[src/rtl/alu_arbiter.sv]
// Round-robin sequencer sharing one combinational 8-bit ALU among NREQ requesters.
// Define ALU_ARB_ERR_EN to flag opcodes 110/111 as illegal and suppress their result.
module alu_arbiter #(
  parameter  int NREQ = 4,
  localparam int IDW  = $clog2(NREQ)
) (
  input  logic                clk,
  input  logic                rst_n,
  input  logic [NREQ-1:0]     req,
  input  logic [8*NREQ-1:0]   a_in,
  input  logic [8*NREQ-1:0]   b_in,
  input  logic [3*NREQ-1:0]   op_in,
  output logic [NREQ-1:0]     gnt,
  output logic [7:0]          alu_a,
  output logic [7:0]          alu_b,
  output logic [2:0]          alu_op,
  input  logic [7:0]          alu_result,
  input  logic                alu_zero,
  output logic                rsp_valid,
  input  logic                rsp_ready,
  output logic [IDW-1:0]      rsp_id,
  output logic [7:0]          rsp_result,
  output logic                rsp_zero,
  output logic                rsp_err,
  output logic                busy
);

  localparam logic [1:0] IDLE = 2'd0;
  localparam logic [1:0] EXEC = 2'd1;
  localparam logic [1:0] RESP = 2'd2;

  logic [1:0]     state;
  logic [IDW-1:0] last;
  logic [IDW-1:0] cand;
  logic [IDW-1:0] win_idx;
  logic           win_found;
  logic           op_illegal;

  logic [7:0] a_arr  [NREQ];
  logic [7:0] b_arr  [NREQ];
  logic [2:0] op_arr [NREQ];

  for (genvar i = 0; i < NREQ; i++) begin : g_unpack
    assign a_arr[i]  = a_in[8*i +: 8];
    assign b_arr[i]  = b_in[8*i +: 8];
    assign op_arr[i] = op_in[3*i +: 3];
  end

  // Search starts one past the previous winner so every requester gets a turn.
  always_comb begin
    win_found = 1'b0;
    win_idx   = '0;
    cand      = '0;
    for (int k = 1; k <= NREQ; k++) begin
      cand = IDW'((int'(last) + k) % NREQ);
      if (!win_found && req[cand]) begin
        win_found = 1'b1;
        win_idx   = cand;
      end
    end
  end

  always_comb begin
    gnt = '0;
    if (rst_n && state == IDLE && win_found) gnt[win_idx] = 1'b1;
  end

`ifdef ALU_ARB_ERR_EN
  assign op_illegal = alu_op[2] & alu_op[1];
`else
  assign op_illegal = 1'b0;
`endif

  assign busy = (state != IDLE);

  always_ff @(posedge clk or negedge rst_n) begin
    if (!rst_n) begin
      state      <= IDLE;
      last       <= IDW'(NREQ - 1);
      alu_a      <= '0;
      alu_b      <= '0;
      alu_op     <= '0;
      rsp_valid  <= 1'b0;
      rsp_id     <= '0;
      rsp_result <= '0;
      rsp_zero   <= 1'b0;
      rsp_err    <= 1'b0;
    end else begin
      case (state)
        IDLE: begin
          if (win_found) begin
            alu_a  <= a_arr[win_idx];
            alu_b  <= b_arr[win_idx];
            alu_op <= op_arr[win_idx];
            rsp_id <= win_idx;
            last   <= win_idx;
            state  <= EXEC;
          end
        end
        EXEC: begin
          rsp_result <= op_illegal ? 8'd0 : alu_result;
          rsp_zero   <= op_illegal ? 1'b0 : alu_zero;
          rsp_err    <= op_illegal;
          rsp_valid  <= 1'b1;
          state      <= RESP;
        end
        RESP: begin
          if (rsp_ready) begin
            rsp_valid <= 1'b0;
            state     <= IDLE;
          end
        end
        default: state <= IDLE;
      endcase
    end
  end

endmodule

[config.mk]
export PLATFORM = sky130hd
export DESIGN_NAME = alu_arbiter
export DESIGN_NICKNAME = d
export VERILOG_FILES = /design/src/rtl/alu_arbiter.sv
export SDC_FILE = /design/constraint.sdc
export NUM_CORES = 1
export LEC_CHECK = 0
export CAP_MARGIN = 10
export CORE_MARGIN = 5
export CORE_UTILIZATION = 35
export CTS_CLUSTER_DIAMETER = 100
export CTS_CLUSTER_SIZE = 16
export DETAILED_ROUTE_END_ITERATION = 16
export HOLD_SLACK_MARGIN = 0.15
export PLACE_DENSITY = 0.78
export REMOVE_ABC_BUFFERS = 1
export SYNTH_ARGS = -nofsm -noshare
export SYNTH_HDL_FRONTEND = slang
export SYNTH_SLANG_ARGS = --single-unit
[constraint.sdc]
create_clock -name clk -period 1.71 [get_ports clk]
set_input_delay 0.342 -clock clk [delete_from_list [all_inputs] [get_ports clk]]
set_output_delay 0.342 -clock clk [all_outputs]
set_load 0.05 [all_outputs]
==> results of run 1 <==
final cells by class:
class                   count  share of cell area (%)
well taps                  77                    2.22
inverters                   6                   0.635
flip-flops and latches     35                    20.3
repair buffers            175                    40.2
clock buffers               7                    2.22
multi-input cells         172                    34.3
clock inverters             1                   0.173
metrics by stage:
step | setup WS (ps) | hold slack (ps)
3_5_place_dp | -590 | 217
5_1_grt | -426 | 203
3_3_place_gp | -523 | 209
4_1_cts | -356 | 186
2_1_floorplan | -1040 | 46.4
6_report | -400 | 179
per-layer routing:
layer | vias up | share of wire, %
li1 | 1184 | -
met1 | 1241 | 38
met2 | 106 | 53
met3 | 28 | 5.2
met4 | 0 | 3.5
met5 | - | 0
path summary, 6_finish.rpt:
| path | startpoint | endpoint | slack [ps] | cells past startpoint |
|---|---|---|---|---|
| setup / recovery | last[0] | gnt[3] | -400 | 7 |
| hold / removal | rst_n | alu_b[4] | 180 | 2 |
| setup reg to reg | last[1] | alu_op[2] | -230 | 6 |
| hold reg to reg | rsp_result[7] | rsp_result[7] | 510 | 1 |
| max in group asynchronous | rst_n | last[0] | 880 | 2 |
| min in group clk | rsp_result[7] | rsp_result[7] | 510 | 1 |
critical path: cells and delay by family, from the launching register on:
family                 cells  cell delay [ps]
buffers and inverters      4              440
DFF                        1              640
AOI/OAI and AO/OA          1               90
and+or+nand+nor            2              310
repair_timing:
item                                    in CTS  in global routing
resized for setup                           70                 38
hold buffers                                 2                  0
pin swaps                                   15                 11
endpoints found under the setup margin      25                 26
endpoints found under the hold margin        4                  0
setup buffers                               12                  5
gates cloned                                 3                  0
cells by family after synthesis:
group / Yosys count / share of synthesized area [%]
and+or+nand+nor: 64 / 15.7
other: 1 / 0.167
buffers and inverters: 27 / 5.92
DFF: 35 / 39.2
muxes: 29 / 14.0
AOI/OAI and AO/OA: 78 / 25.1
report_power, final:
part	internal, uW	switching (uW)	leakage, uW
registers	1280	288	0.000399
logic	2590	3440	0.00142
clock network	367	319	0.0000505
cell usage in the layout (no fill, tap or decap), drive strengths merged, types with 2 or more instances in the layout:
| master | n |
|---|---|
| or2 | 2 |
| clkbuf | 8 |
| o21bai | 2 |
| dfrtp | 33 |
| dfstp | 2 |
| mux2 | 18 |
| clkdlybuf4s50 | 86 |
| nor2 | 26 |
| a221oi | 19 |
| inv | 5 |
| buf | 83 |
| dlygate4sd2 | 3 |
| o21ai | 26 |
| dlygate4sd3 | 2 |
| and3 | 4 |
| a21oi | 24 |
| nor2b | 4 |
| nand2 | 6 |
| nor3b | 20 |
| mux2i | 11 |
synth_stat cells (all sizes together):
cell     count  area [sq um]
dfrtp       33           826
nor2        26          97.6
o21ai       26           130
a21oi       24           120
nor3b       20           150
a221oi      19           223
mux2        18           203
buf         16          91.3
mux2i       11           110
nand2        6          22.5
clkbuf       5          18.8
inv          5          18.8
and3         4          25.0
nor2b        4          32.5
dfstp        2          52.6
o21bai       2          26.3
or2          2          12.5
a21boi       1          11.3
a21o         1          7.51
a2bb2oi      1          8.76
a31o         1          8.76
clkinv       1          3.75
conb         1          3.75
nand2b       1          6.26
nand3        1          5.00
o211a        1          10.0
o22ai        1          6.26
o311a        1          10.0
flip-flops by register name (all words and copies together) (netlist names):
signal      count
alu_a           8
alu_b           8
rsp_result      8
alu_op          3
last            2
rsp_id          2
state           2
rsp_valid       1
rsp_zero        1
==> out/metrics.yaml, run 1 <==
status:
  status: "finished with violations"
  violations: "setup timing"
layout:
  final-seq-area_sq_um: 878
  n_fill_cell: 467
  fin_util_pct: 69.1
  area_growth_pct: 93.5
  multi_input_area_sq_um: 1490
  stdcell_count: 473
  drive_gt1_share_pct: 43.7
  nets: 487
  postLayoutCellArea_sq_um: 4340
  n_antenna_cell: 0
sta:
  finalClockSkew_ps: 4.73
  fin_setup_tns_ps: -4900
  fmax_mhz: 474
  fin_ws_ps: -400
  setup-violations-final: 23
  fin_crit_ps: 2110
  final_hold_viol_count: 0
  slew_viol_final: 0
  min_period_over_period_pct: 123
  rsz0062_at_grt: "true"
global_route:
  grt_first_pass_wirelength_microns: 13900
  use_met3_pct: 4.01
  grtUsageTotal_pct: 20.7
  met2_usage_pct: 36.8
  grt_max_degree: 27
  antenna_found_initial: 0
  met1_usage_pct: 24.3
  grt_pass1_vias: 2756
  grt_busiest_layer: "met2"
  overflow: 0
placement:
  gp_congestion: 0.844
  dp_hpwl_microns: 6010
  post-place-cells: 447
  portBuffers: 127
  dpl_cell_area_sq_um: 3700
cts:
  cts_tree: "built"
  cts_made_buffers: 5
  cts-root-buf: "clkbuf_8"
  clock_latency_ps: 280
  h-tree-depth: 2
  cts.clk_slew.worst_paths_ps: 80
  clock_path_buffers: 2
  cts.sinks: 35
synth:
  ys_warn_count: 0
  synth_area_sq_um: 2240
  seq_area_frac_synth_pct: 39.2
  syn_inst: 234
  synth_area_per_cell_sq_um: 9.58
  synth_cell_types: 35
  ys_ff_latch: 35
pwr:
  power_density_nw_per_um2: 1910
  leakage_uw: 0.00187
  p_total_uw: 8290
  ir_drop_uv: 1090
floorplan:
  die_area_sq_um: 8100
  pin_count: 129
  die_h_microns: 90.0
  core_area_sq_um: 6280
  dieWidth_microns: 90.0
  initial_utilization_pct: 35.7
  row_count: 29
job:
  maxCapViolations: 0
drt:
  wl_per_cell_microns: 19.2
  route.detailed.drc: 0
  via_per_inst: 5.41
  drt_iter0_drc: 111
  num_vias: 2559
  ant_nets: 0
  firstDrtPassIters: 7
  drt_wl_total_microns: 9080
setup_path:
  arrival_ps: 1770
  cp-start-kind: "flip-flop"
  path_cells: "buf_6 > buf_4 > inv_1 > nand2_1 > a21boi_2 > and3_1 > buf_6"
  crit_type: "flip-flop to output port"
  cpPeakStageDelay_ps: 640
  cp_slowest_cell: "dfstp_2"
  cp_max_fo: 6
  end_kind: "output port"
  cp.required_ps: 1370
  path_common_cell: "buf_6"
worst_hold_path:
  min_path_type: "input pin to async pin"
Note: power is estimated with default switching activity, not from simulation.
==> run 2, diff against run 1 <==
--- a/config.mk
+++ b/config.mk
@@ -8,7 +8,6 @@
 export CAP_MARGIN = 10
 export CORE_MARGIN = 5
 export CORE_UTILIZATION = 35
-export CTS_CLUSTER_DIAMETER = 100
 export CTS_CLUSTER_SIZE = 16
 export DETAILED_ROUTE_END_ITERATION = 16
 export HOLD_SLACK_MARGIN = 0.15
==> constraint.sdc (replaced) <==
create_clock -name clk -period 1.71 [get_ports clk]
set_input_delay 0.342 -clock clk [delete_from_list [all_inputs] [get_ports clk]]
set_output_delay 0.342 -clock clk [all_outputs]
set_load 0.02 [all_outputs]
==> run 2 against run 1 <==
Against the previous run:
- the run still ends with setup timing left
- worst hold slack worse by 3.1 ps
- register-to-register slack lost 20 ps
- sequential share of layout area is 0.25 points lower
- sequential power about the same
- clock skew grew 5.5 ps
- die area stayed put
- largest power group unchanged
- critical path depth decreased by 2
- final cell count decreased by 0.21%
- setup slack better by 82 ps
- routed wire length is 0.48% higher
- power shrank 11%
==> out/metrics.yaml, run 2 (same netlist as run 1, synthesis figures left out) <==
status:
  status: "finished with violations"
  violations: "setup timing"
sta:
  setup-violations-final: 25  # +8.7%
  slew_viol_final: 0  # unchanged
  min_period_over_period_pct: 119  # -4.8 points
  finalClockSkew_ps: 10.2  # +5.47 ps
  final_hold_viol_count: 0  # unchanged
  fin_crit_ps: 2030  # -82.5 ps
  rsz0062_at_grt: "true"
  fmax_mhz: 493  # +4.1%
  hold-worst-slack_ps: 176  # -3.13 ps
  fin_setup_tns_ps: -5360  # -460 ps
  fin_ws_ps: -318  # +82.5 ps
placement:
  dpl_cell_area_sq_um: 3800  # +2.8%
  portBuffers: 127  # unchanged
  gp_congestion: 0.769  # -8.9%
  dp_hpwl_microns: 6180  # +2.8%
cts:
  cts_made_buffers: 5  # unchanged
  clock_path_buffers: 2  # unchanged
  cts.sinks: 35  # unchanged
  h-tree-depth: 2  # unchanged
  cts-root-buf: "clkbuf_8"
  clock_latency_ps: 290  # about the same
  cts.clk_slew.worst_paths_ps: 70  # about the same
  cts_tree: "built"
setup_path:
  cp_max_fo: 5  # -1
  end_kind: "output port"
  crit_buf_inv: 1  # -3
  crit_type: "flip-flop to output port"
  arrival_ps: 1690  # -80 ps
  cp-start-kind: "flip-flop"
  path_cells: "nor2b_4 > o21bai_1 > a21boi_2 > and3_4 > buf_6"
  cpPeakStageDelay_ps: 620  # -20 ps
  cp_slowest_cell: "dfstp_2"
  crit_family: "flip-flops"
  cp.required_ps: 1370  # about the same
pwr:
  power.switching_uw: 3060  # -24%
  pwr-share-seq_pct: 20.9  # +1.9 points
  ir_drop_uv: 954  # -13%
  leakage_uw: 0.00184  # -1.3%
  power_density_nw_per_um2: 1690  # -12%
  internal_power_uw: 4350  # +2.6%
  pwr-share-clk_pct: 10.6  # +2.3 points
  swShare_pct: 41.3  # -7.5 points
  pwr-share-comb_pct: 68.5  # -4.2 points
global_route:
  grt_max_degree: 29  # +7.4%
  antenna_found_initial: 0  # unchanged
  overflow: 0  # unchanged
  grt_first_pass_wirelength_microns: 13300  # -4.2%
  grt_pass1_vias: 2685  # -2.6%
  grtUsageTotal_pct: 20.0  # -0.72 points
layout:
  fin_util_pct: 69.9  # +0.86 points
  n_fill_cell: 472  # +1.1%
  top_regs: "alu_a (8), alu_b (8), rsp_result (8)"
  drive_gt1_share_pct: 36.7  # -7.0 points
  n_antenna_cell: 0  # unchanged
  nets: 486  # -0.21%
  layout_common_cells: "117 x clkdlybuf4s50_1, 33 x dfrtp_1, 25 x nor2_1, 25 x buf_4, 17 x nor3b_2"
  area_growth_pct: 95.9
  postLayoutCellArea_sq_um: 4390  # +1.2%
  final_common_cell: "clkdlybuf4s50_1"
floorplan:
  row_count: 29  # unchanged
  die_h_microns: 90.0  # unchanged
  initial_utilization_pct: 35.7  # unchanged
  die_area_sq_um: 8100  # unchanged
  core_area_sq_um: 6280  # unchanged
  pin_count: 129  # unchanged
  dieWidth_microns: 90.0  # unchanged
drt:
  num_vias: 2524  # -1.4%
  route.detailed.drc: 0  # unchanged
  drt_wl_total_microns: 9120  # +0.48%
  ant_nets: 0  # unchanged
  drt_iter0_drc: 137  # +23%
  firstDrtPassIters: 4  # -3
  wl_per_cell_microns: 19.3  # +0.70%
  via_per_inst: 5.35  # -1.2%
job:
  maxCapViolations: 0  # unchanged
worst_hold_path:
  min_path_type: "input pin to async pin"
-- run 2: through the flow --
| step | power (uW) | worst slack, ps | std cells |
|---|---|---|---|
| 5_1_grt | 7830 | -399 | 472 |
| 6_report | 7420 | -318 | 472 |
| 3_3_place_gp | 5630 | -813 | 447 |
| 3_5_place_dp | 5750 | -817 | 447 |
| 4_1_cts | 7040 | -291 | 467 |
| 2_1_floorplan | 3670 | -1030 | 213 |
-- run 2: cell type report --
| type | count | area, sq um | area share [%] |
|---|---|---|---|
| clock buffers | 6 | 82.6 | 1.88 |
| multi-input cells | 172 | 1500 | 34.1 |
| well taps | 77 | 96.3 | 2.19 |
| clock inverters | 2 | 35.0 | 0.798 |
| inverters | 6 | 23.8 | 0.541 |
| repair buffers | 174 | 1780 | 40.5 |
| flip-flops and latches | 35 | 878 | 20.0 |
-- run 2: worst paths after layout --
kind	from	cells past startpoint	slack, ps	end
worst max-delay path	last[0]	5	-320	gnt[3]
worst min-delay path	rst_n	2	180	alu_b[3]
worst max register to register	last[1]	8	-250	alu_a[0]
worst min register to register	rsp_result[0]	1	510	rsp_result[0]
max in group asynchronous	rst_n	3	850	last[0]
min in group clk	rsp_result[0]	1	510	rsp_result[0]
-- run 2: worst reg2reg max path: stages, from the launching register on --
cell       delay, ps
dfstp_2          590
buf_6            130
mux2i_1          180
o22ai_1          110
a21oi_2          160
buf_4            140
clkbuf_16        140
mux2_4           310
a21oi_2          130
-- run 2: what timing repair did --
action                     4_1_cts  5_1_grt
cloned                           2        3
hold endpoints to repair         5        0
pin swaps                       14        9
setup endpoints to repair       26       27
setup buffers                    9        3
gates resized for setup         69       53
hold buffers                     1        0
-- run 2: power by group through the flow --
stage,combinational [uW],sequential [uW],clock [uW]
2_1_floorplan,1650,2020,0
3_3_place_gp,4100,1520,0
3_5_place_dp,4200,1550,0
4_1_cts,4710,1550,790
5_1_grt,5400,1590,834
6_report,5080,1550,786
-- run 2: routing by layer --
metal	part of all wire, %	up-vias	global-route usage [%]
met1	38	1229	21.9
met5	0	-	0
met3	5.8	25	4.09
li1	-	1175	-
met4	3.2	0	8.81
met2	53	95	36.8
==> run 3, diff against run 2 <==
--- a/config.mk
+++ b/config.mk
@@ -6,6 +6,7 @@
 export NUM_CORES = 1
 export LEC_CHECK = 0
 export CAP_MARGIN = 10
+export CORE_ASPECT_RATIO = 1.4
 export CORE_MARGIN = 5
 export CORE_UTILIZATION = 35
 export CTS_CLUSTER_SIZE = 16
==> run 3 against run 2 <==
Against the previous run:
- the flow still finishes with violations (setup timing)
- sequential cell count is the same
- routed wire length decreased by 2.2%
- sequential power about the same
- worst hold slack improved by 320 ps
- register-to-register slack is essentially flat
- die area up 0.28%
- critical path depth unchanged
- utilization rose by 0.63 points
- via count rose by 2.5%
- critical path type unchanged
- largest power group unchanged
- highest routed layer unchanged
==> out/metrics.yaml, run 3 (same netlist as run 1, synthesis figures left out) <==
floorplan:
  row_count: 34  # +17%
  die_area_sq_um: 8130  # +0.28%
  dieWidth_microns: 77.6  # -14%
  die_h_microns: 105  # +16%
  initial_utilization_pct: 36.1  # +0.38 points
  pin_count: 129  # unchanged
  core_area_sq_um: 6210  # -1.1%
drt:
  num_vias: 2586  # +2.5%
  wl_met2_microns: 4720  # -2.5%
  drt_iter0_drc: 135  # -1.5%
  routed.top_layer: "met4"
  wl_met1_microns: 3260  # -5.7%
  route.met3.wl_microns: 624  # +19%
  drt_wl_total_microns: 8920  # -2.2%
  via_per_inst: 5.41  # +1.2%
  firstDrtPassIters: 4  # unchanged
  ant_nets: 0  # unchanged
  wl_per_cell_microns: 18.7  # -3.4%
  route.detailed.drc: 0  # unchanged
layout:
  n_fill_cell: 475  # +0.64%
  drive_gt1_share_pct: 34.0  # -2.7 points
  layout_common_cells: "117 x clkdlybuf4s50_1, 38 x buf_4, 33 x dfrtp_1"
  n_antenna_cell: 0  # unchanged
  area_growth_pct: 95.6
  nets: 497  # +2.3%
  final_common_cell: "clkdlybuf4s50_1"
  top_regs: "alu_a (8), alu_b (8), rsp_result (8)"
placement:
  portBuffers: 127  # unchanged
  dp_hpwl_microns: 6250  # +1.3%
  preCtsSetupSlack_ps: -841  # -24.8 ps
  gp_congestion: 0.858  # +12%
cts:
  h-tree-depth: 2  # unchanged
  cts.clk_slew.worst_paths_ps: 70  # about the same
  cts_tree: "built"
  clock_path_buffers: 2  # unchanged
  clock_latency_ps: 280  # about the same
  cts-root-buf: "clkbuf_8"
  cts.sinks: 35  # unchanged
  cts_made_buffers: 5  # unchanged
sta:
  final_hold_viol_count: 0  # unchanged
  slew_viol_final: 0  # unchanged
  hold-worst-slack_ps: 492  # +316 ps
  setup-violations-final: 25  # unchanged
  min_period_over_period_pct: 118  # -0.85 points
  finalClockSkew_ps: 6.76  # -3.44 ps
  rsz0062_at_grt: "true"
  fin_ws_ps: -303  # +14.6 ps
  fin_crit_ps: 2010  # -14.6 ps
  fmax_mhz: 497  # +0.72%
setup_path:
  arrival_ps: 1670  # -20 ps
  crit_type: "flip-flop to output port"
  r2r-start: "last[1]"
  r2r_end: "alu_a[2]"
  r2r_cells: 8  # unchanged
  end_kind: "output port"
  cp.required_ps: 1370  # about the same
  endpoint: "gnt[1]"
  startpoint: "last[1]"
  cp_max_fo: 5  # unchanged
  r2r_slack_ps: -260  # about the same
  cp-start-kind: "flip-flop"
pwr:
  power.switching_uw: 2970  # -3.0%
  ir_drop_uv: 970  # +1.6%
  pwr-share-seq_pct: 21.5  # +0.6 points
  pwr-share-comb_pct: 70.3  # +1.8 points
  p_total_uw: 7200  # -2.9%
  pwr-share-clk_pct: 8.1  # -2.5 points
  leakage_uw: 0.00185  # +0.74%
  power_density_nw_per_um2: 1640  # -2.7%
  swShare_pct: 41.3  # -0.065 points
  internal_power_uw: 4230  # -2.8%
global_route:
  grt_first_pass_wirelength_microns: 14400  # +8.3%
  grt_max_degree: 24  # -17%
  grt_pass1_vias: 2888  # +7.6%
  antenna_found_initial: 0  # unchanged
  grtUsageTotal_pct: 21.9  # +1.9 points
  overflow: 0  # unchanged
worst_hold_path:
  min_path_type: "flip-flop to flip-flop"
job:
  maxCapViolations: 0  # unchanged
status:
  violations: "setup timing"
  status: "finished with violations"
==> run 3: per-layer routing <==
metal	global-route usage, %	vias up
li1	-	1197
met1	24.6	1246
met2	38.5	116
met3	6.54	27
met4	8.11	0
met5	0	-
==> run 3: power by group through the flow <==
stage / clock network [uW] / registers (uW) / logic (uW)
after floorplan: 0 / 2020 / 1650
after global placement: 0 / 1510 / 4180
after detailed placement: 0 / 1550 / 4250
after CTS: 610 / 1550 / 4930
after global routing: 643 / 1610 / 5410
final: 587 / 1550 / 5060
==> run 3: worst max-delay path, cell delays in order (launching register included) <==
cell and delay [ps]:
dfstp_2 610, buf_4 130, nor2_1 40, o311a_1 310
and3_4 180, buf_6 130
==> run 3: worst min-delay path by stage <==
stage | start | end | slack [ps] | cells after the start
after floorplan | rst_n | alu_a[0] | 50 | 0
after global placement | rst_n | alu_b[2] | 350 | 2
after detailed placement | rst_n | alu_b[2] | 360 | 2
after CTS | rsp_id[1] | rsp_id[1] | 490 | 2
after global routing | rsp_id[1] | rsp_id[1] | 520 | 2
final | rsp_id[1] | rsp_id[1] | 490 | 2
==> run 3: layout make-up <==
cell class                 count  area, sq um  area share, %
clock inverter                 1         5.00          0.114
sequential                    35          878           20.0
multi-input combinational    172         1440           32.7
clock buffer                   7         76.3           1.74
tap                           72         90.1           2.06
timing repair buffer         185         1870           42.7
inverter                       6         27.5          0.628
==> run 3: repair_timing <==
item,CTS,global route
gates cloned,3,0
setup endpoints to repair,26,27
endpoints found under the hold margin,13,0
gates resized for setup,82,14
buffers inserted,10,3
hold buffers,2,0
pin swaps,16,10
==> run 3: through the flow <==
step,instance area (sq um),TNS (ps),utilization (%),cells
after global routing,4380,-7330,70.6,478
after global placement,3850,-12330,62.0,453
after detailed placement,3850,-13320,62.0,453
final,4380,-5250,70.6,478
after floorplan,2130,-24020,-,213
after CTS,4310,-4440,69.5,476
